$ cat src/rtl/reg_write_arbiter.sv
// Two-source writeback arbiter for the 8088 register bank. A has priority, and B is protected from starvation.
// Optional read bypass of the pending write is enabled with `define WB_BYPASS_EN.
module reg_write_arbiter #(
  parameter int DATA_W     = 16,
  parameter int ADDR_W     = 3,
  parameter int STARVE_MAX = 4
) (
  input  logic              clk,
  input  logic              reset,
  input  logic              a_valid,
  output logic              a_ready,
  input  logic [ADDR_W-1:0] a_reg,
  input  logic [DATA_W-1:0] a_data,
  input  logic              b_valid,
  output logic              b_ready,
  input  logic [ADDR_W-1:0] b_reg,
  input  logic [DATA_W-1:0] b_data,
  output logic              rf_wr_en,
  output logic [ADDR_W-1:0] rf_wr_reg,
  output logic [DATA_W-1:0] rf_wr_data,
  output logic [7:0]        busy_mask,
  input  logic [ADDR_W-1:0] rd_reg1,
  input  logic [ADDR_W-1:0] rd_reg2,
  input  logic [DATA_W-1:0] rf_data1,
  input  logic [DATA_W-1:0] rf_data2,
  output logic [DATA_W-1:0] byp_data1,
  output logic [DATA_W-1:0] byp_data2
);

  localparam logic [0:0] PRI_A = 1'b0;
  localparam logic [0:0] PRI_B = 1'b1;
  localparam logic [3:0] STARVE_LIM = 4'(STARVE_MAX);

  logic [0:0] state, state_nxt;
  logic [3:0] starve_cnt, cnt_nxt;
  logic       grant_a, grant_b;
  logic       wr_vld_q;

  // NOTE: every output of this block gets a default first, so no path can leave one unassigned and infer a latch.
  always_comb begin
    grant_a   = 1'b0;
    grant_b   = 1'b0;
    state_nxt = state;
    cnt_nxt   = starve_cnt;
    if (reset) begin
      case (state)
        PRI_B: begin
          // B keeps its turn only while it is still asking; either way we return to A priority.
          grant_b   = b_valid;
          grant_a   = !b_valid && a_valid;
          cnt_nxt   = 4'd0;
          state_nxt = PRI_A;
        end
        default: begin
          grant_a = a_valid;
          grant_b = !a_valid && b_valid;
          if (grant_a && b_valid) begin
            cnt_nxt = (starve_cnt >= STARVE_LIM) ? STARVE_LIM : starve_cnt + 4'd1;
            if (cnt_nxt == STARVE_LIM) state_nxt = PRI_B;
          end else begin
            cnt_nxt = 4'd0;
          end
        end
      endcase
    end
  end

  assign a_ready = grant_a;
  assign b_ready = grant_b;

  // NOTE: sequential state uses non-blocking assignments only, so all registers sample the pre-edge values together.
  always_ff @(posedge clk) begin
    if (!reset) begin
      state      <= PRI_A;
      starve_cnt <= 4'd0;
      wr_vld_q   <= 1'b0;
      rf_wr_reg  <= '0;
      rf_wr_data <= '0;
    end else begin
      state      <= state_nxt;
      starve_cnt <= cnt_nxt;
      wr_vld_q   <= grant_a || grant_b;
      if (grant_a) begin
        rf_wr_reg  <= a_reg;
        rf_wr_data <= a_data;
      end else if (grant_b) begin
        rf_wr_reg  <= b_reg;
        rf_wr_data <= b_data;
      end
    end
  end

  // Gating with reset drops a write that is still in the stage when reset is asserted.
  assign rf_wr_en = wr_vld_q && reset;

  always_comb begin
    busy_mask = 8'h00;
    if (rf_wr_en) busy_mask[rf_wr_reg] = 1'b1;
  end

`ifdef WB_BYPASS_EN
  assign byp_data1 = (rf_wr_en && rf_wr_reg == rd_reg1) ? rf_wr_data : rf_data1;
  assign byp_data2 = (rf_wr_en && rf_wr_reg == rd_reg2) ? rf_wr_data : rf_data2;
`else
  logic unused_rd;
  assign unused_rd = ^{rd_reg1, rd_reg2};
  assign byp_data1 = rf_data1;
  assign byp_data2 = rf_data2;
`endif

endmodule
$ cat config.mk
export PLATFORM = sky130hd
export DESIGN_NAME = reg_write_arbiter
export DESIGN_NICKNAME = d
export VERILOG_FILES = /design/src/rtl/reg_write_arbiter.sv
export SDC_FILE = /design/constraint.sdc
export NUM_CORES = 1
export LEC_CHECK = 0
export ABC_AREA = 1
export BUFFER_PORTS_ARGS = -buffer_cell sky130_fd_sc_hd__buf_2
export CORE_MARGIN = 5
export CORE_UTILIZATION = 40
export DETAILED_ROUTE_END_ITERATION = 8
export GPL_TIMING_DRIVEN = 0
export PLACE_DENSITY = 0.95
export SYNTH_ARGS = -nofsm -noshare
export SYNTH_HDL_FRONTEND = slang
export SYNTH_SLANG_ARGS = --single-unit
$ cat constraint.sdc
create_clock -name clk -period 1.5 [get_ports clk]
set_input_delay 0.45 -clock clk [delete_from_list [all_inputs] [get_ports clk]]
set_output_delay 0.45 -clock clk [all_outputs]
set_load 0.02 [all_outputs]
# Yosys cells after proc, flatten, opt, wreduce, memory -nomap -nowiden
# Cells that the tools add are included.
[word_totals] ff_bits=25 input_bits=80 word_cells=35
[op_classes] add_sub_neg=1 n_lt_le_gt_ge=3 n_eq_ne=1 mux=13 bitwise=2 reduce_logical=10
[ops] op="$mux W16" count=2
[ops] op="$mux W8" count=1
[ops] op="$mux W1" count=6
[ops] op="$mux W3" count=2
[ops] op="$logic_and A1 B1 Y1" count=5
[ops] op="$add A4 B1 Y4 const B" count=1
[ops] op="$eq A4 B3 Y1 const B" count=1
[ops] op="$ge A4 B3 Y1 const B" count=1
[ops] op="$lt A3 B4 Y1 const B" count=1
[ops] op="$mux W4" count=1
[ops] op="$demux W1 S3" count=1
[ops] op="$ge A3 B1 Y1 const B" count=1
[ops] op="$reduce_or A3 Y1" count=1
[ops] op="$logic_not A1 Y1" count=2
[ops] op="$not A1 Y1" count=2
[ops] op="$reduce_bool A2 Y1" count=1
[ops] op="$logic_or A1 B1 Y1" count=1

# Logic depth before layout (Yosys ltp)
[logic_depth] ltp_word=6 depth_mapped=8 ltp_nobuf=6

# Worst setup path before layout
# Ideal clock, no wire load.
[synth_timing] kind="input -> output" start="in reset" end="out busy_mask[0]" arrival_time_ps=1079 t_required_ps=1050 slack_ps=-29 path_stages=3 path_buffers=0 path_cell_list="nand2_1 or2_2 nor2_1"
[synth_between] elab_chain_len=2
[synth_lines] item="start, declared" line_no="9" rtl="input logic reset,"
[synth_lines] item="$logic_and A1 B1 Y1" line_no="94" rtl="assign rf_wr_en = wr_vld_q && reset;"
[synth_lines] item="$mux W8" line_no="98" rtl="if (rf_wr_en) busy_mask[rf_wr_reg] = 1'b1;"
[synth_lines] item="end, declared" line_no="21" rtl="output logic [7:0] busy_mask,"
# Every way passes these cells.

# Worst setup path in the final report
[layout_timing] start="reg wr_vld_q" end="out busy_mask[6]"
[layout_between] elab_chain_len=2
[layout_lines] item="start, declared" line_no="37" rtl="logic wr_vld_q;"
[layout_lines] item="start signal, assigned" line_no="82" rtl="wr_vld_q <= grant_a || grant_b;"
[layout_lines] item="$logic_and A1 B1 Y1" line_no="94"
[layout_lines] item="$mux W8" line_no="98"
# Every way passes these cells.

==> metrics.md <==
| Metric | Value |
|---|---|
| Hold WC Path Type | flop to flop |
| CP Class | flop to output pin |
| Synth Area in Adders | 0.7899% |
| I/O Buffers | 103 |
| Max_cap viols | 0 |
| Post-Syn Area | 1584 um^2 |
| Die Ht | 72.93 um |
| Hold Path Stages | 1 |
| Non-Filler Instances | 396 |
| Setup WS pre-CTS | -0.1851 ns |
| CP Buf/Inv Count | 1 |
| Initial DRT Pass Iterations | 4 |
| Initial Utilization | 42.31% |
| Synth Area in XOR/XNOR | 0% |
| Worst path cell trace | nand2_2 -> or2_4 -> nor2_4 -> buf_6 |
| Violated checks | negative setup slack |
| Hold Violations, Final | 0 |
| Synthesis-stage register bit count | 25 |
| Worst R2R Setup Slack | 0.28 ns |
| Mapped Cells | 241 |
| CP Max Fanout | 4 |
| Worst skew pair latency | 0.26 ns |
| Post-CTS Repair Setup Buffers | 0 |
| Antenna violations before repair | 0 |
| Total gr overflow | 0 |
| CP required | 1.05 ns |
| Post-synthesis compound-gate area fraction | 12.95% |
| IO Count | 142 |
| Clk_skew | 0.001385 ns |
| Area contributors post-synth | dfxtp_1, buf_4, nor2_1 |
| Initial DRC count | 68 |
| CP max stage delay | 0.33 ns |
| Ys async rst share | 0% |
| Max FFs per register | 16 |
| Tcrit/Tclk final | 107.1% |
| Worst R2R End | rf_wr_reg[2] |
| Root buf cell | clkbuf_8 |
| Netlist cell types | 19 |
| Post-route ant nets | 0 |
| NumNets Final | 430 |
| Synth warn | 0 |
| Routed vias | 1,844 |
| Peak ir drop on the vdd network | 0.0005133 V |
| Vias in the first global route | 1,741 |
| CP startpoint kind | flop |
| Power, Total | 1.708 mW |
| Dpl hpwl | 3655 um |
| Hold Crit Endpoint | starve_cnt[0] |
| Post-CTS Hold Buffers | 0 |
| Status | finished with violations |
| DRC | 0 |
| Mux share of post-synthesis cell area | 0% |
| Placed cells | 392 |
| Diodes inserted | 0 |
| Share of layout cells above drive strength 1 | 47.41% |
| Slew Viols, Final | 0 |
| Seq/Total Area, Yosys | 31.60% |
| Lkg Pwr | 1.287 nW |
| Pwr/cell area | 749.1 nW/um^2 |
| Clock sinks | 25 |
| Most frequent cell after synthesis | nor2_1 |
| Avg Inst Size Synth | 6.573 um^2 |
| Cell family with the largest share of critical-path delay | simple AND/OR/NAND/NOR gates |
| Depth of the CTS H-tree | 1 |
| Reg-to-Reg Start | state |
| Gpl congestion | 0.8603 |
| Post-synthesis simple-gate area fraction | 26.54% |
| Post-synth EDFFs | 0 |
| First-pass GRT wire length | 7224 um |
| DIE WIDTH | 72.93 um |
| Syn_nets | 322 |
| # fillers | 336 |
| # rows | 22 |
| Top cells by count, synth | nor2_1, buf_4, nand2_1, dfxtp_1, inv_1 |
| Post-route setup slack | -0.1062 ns |
| Area grow syn2layout | 43.92% |
| Largest net degree at the start of global routing | 14 |
| Final design utilization | 60.90% |
| Clock Path Buffers | 2 |
| Std-Cell Core Area | 3744 um^2 |
| TritonCTS clock tree | yes |
| Area leader, netlist | dfxtp_1 |
| Max Clk Rate | 622.6 MHz |
| Post-synth top flop | dfxtp_1 |
| Final setup fails | 7 |
| CP arrival | 1.16 ns |
| R2R depth | 6 |
| Main combinational cell family by area after synthesis | buffers and inverters |
| Via-per-instance ratio | 4.657 |
| Hold_sp | starve_cnt[0] |
| Area share of the largest cell type after synthesis | 31.60% |
| Post-Layout Inst Area | 2280 um^2 |
| Post-DP Area | 2160 um^2 |
| CP max-delay cell | dfxtp_2 |
| TritonCTS Buffers | 3 |
| Crit path capture type | output pin |
| Clock slew at reported path FFs | 0.08 ns |
| Final wirelength | 4735 um |
| RSZ-0062 raised after global routing | yes |
| Period minus WS final | 1.606 ns |
| GRT Total Usage | 16.68% |
| Die area | 5319 um^2 |
| WL per Instance | 11.96 um |
## kinds of logic after synthesis
kind of cell | count (synthesis)
AND/OR/NAND/NOR | 102
buffers and inverters | 71
AO/OA/AOI/OAI | 41
flip-flops | 25
adder cells (fa/ha/maj) | 1
other | 1
## report_power, final
part           internal [mW]  total (mW)  leakage (nW)  switching, mW
clock network          0.189       0.385        0.0228          0.195
registers              0.716       0.744         0.208         0.0287
logic                  0.248       0.579          1.06          0.331
## layout by cell type, fill, tap and decap left out, types with 3 or more instances in the layout
master	synthesis	routed
nor2_4	0	3
nor3_1	3	3
nor2_2	0	3
buf_6	6	9
buf_2	5	99
nand2_2	1	3
clkbuf_1	2	3
nand3_1	19	19
buf_4	33	39
o21ai_0	18	18
inv_1	24	24
dfxtp_1	25	22
a21oi_1	22	22
dfxtp_2	0	3
nor2_1	48	42
clkbuf_8	0	3
nand2_1	28	26
## layer usage
layer  GRT usage [%]  vias to the layer above  share of wire (%)
met1           19.13                      799                 39
met2           30.46                      106                 47
met4           3.484                        0                1.2
li1                -                      933                  -
met5               0                        -                  0
met3           4.821                        6                 13
## how the worst max path moves through the flow
stage                        start      endpoint  slack [ns]  cells after the start
after global routing      wr_vld_q  busy_mask[6]       -0.16                      4
after detailed placement     reset  busy_mask[4]       -0.19                      5
after global placement       reset  busy_mask[4]       -0.17                      5
final                     wr_vld_q  busy_mask[6]       -0.11                      4
after floorplan              reset  busy_mask[0]       -0.03                      3
after CTS                 wr_vld_q  busy_mask[4]       -0.08                      4
## cell type report
cell class | instances | area (um^2) | area share (%)
inverters | 25 | 93.84 | 4.116
plain buffers | 46 | 347.8 | 15.26
flip-flops and latches | 25 | 504.2 | 22.12
multi-input cells | 145 | 679.4 | 29.80
well taps | 48 | 60.06 | 2.634
repair buffers | 103 | 549.3 | 24.09
clock buffers | 4 | 45.04 | 1.976
## worst reg2reg max path: stages, from the launching register on
cell	delay [ns]
dfxtp_1	0.33
nand2_1	0.07
clkbuf_1	0.38
nand3_1	0.13
nand2_1	0.08
nor2_1	0.04
nor2_1	0.12
## what timing repair did
action | 4_1_cts | 5_1_grt
pin swaps | 1 | 2
resized for setup | 10 | 17
setup endpoints to repair | 8 | 8
## through the flow
step / hold slack, ns / TNS (ns)
6_report: 0.4716 / -0.4720
3_3_place_gp: 0.4422 / -0.6379
5_1_grt: 0.5008 / -1.016
2_1_floorplan: 0.4290 / -0.1989
4_1_cts: 0.4697 / -0.3835
3_5_place_dp: 0.4584 / -0.8417
Note: power is estimated with default switching activity, not from simulation.
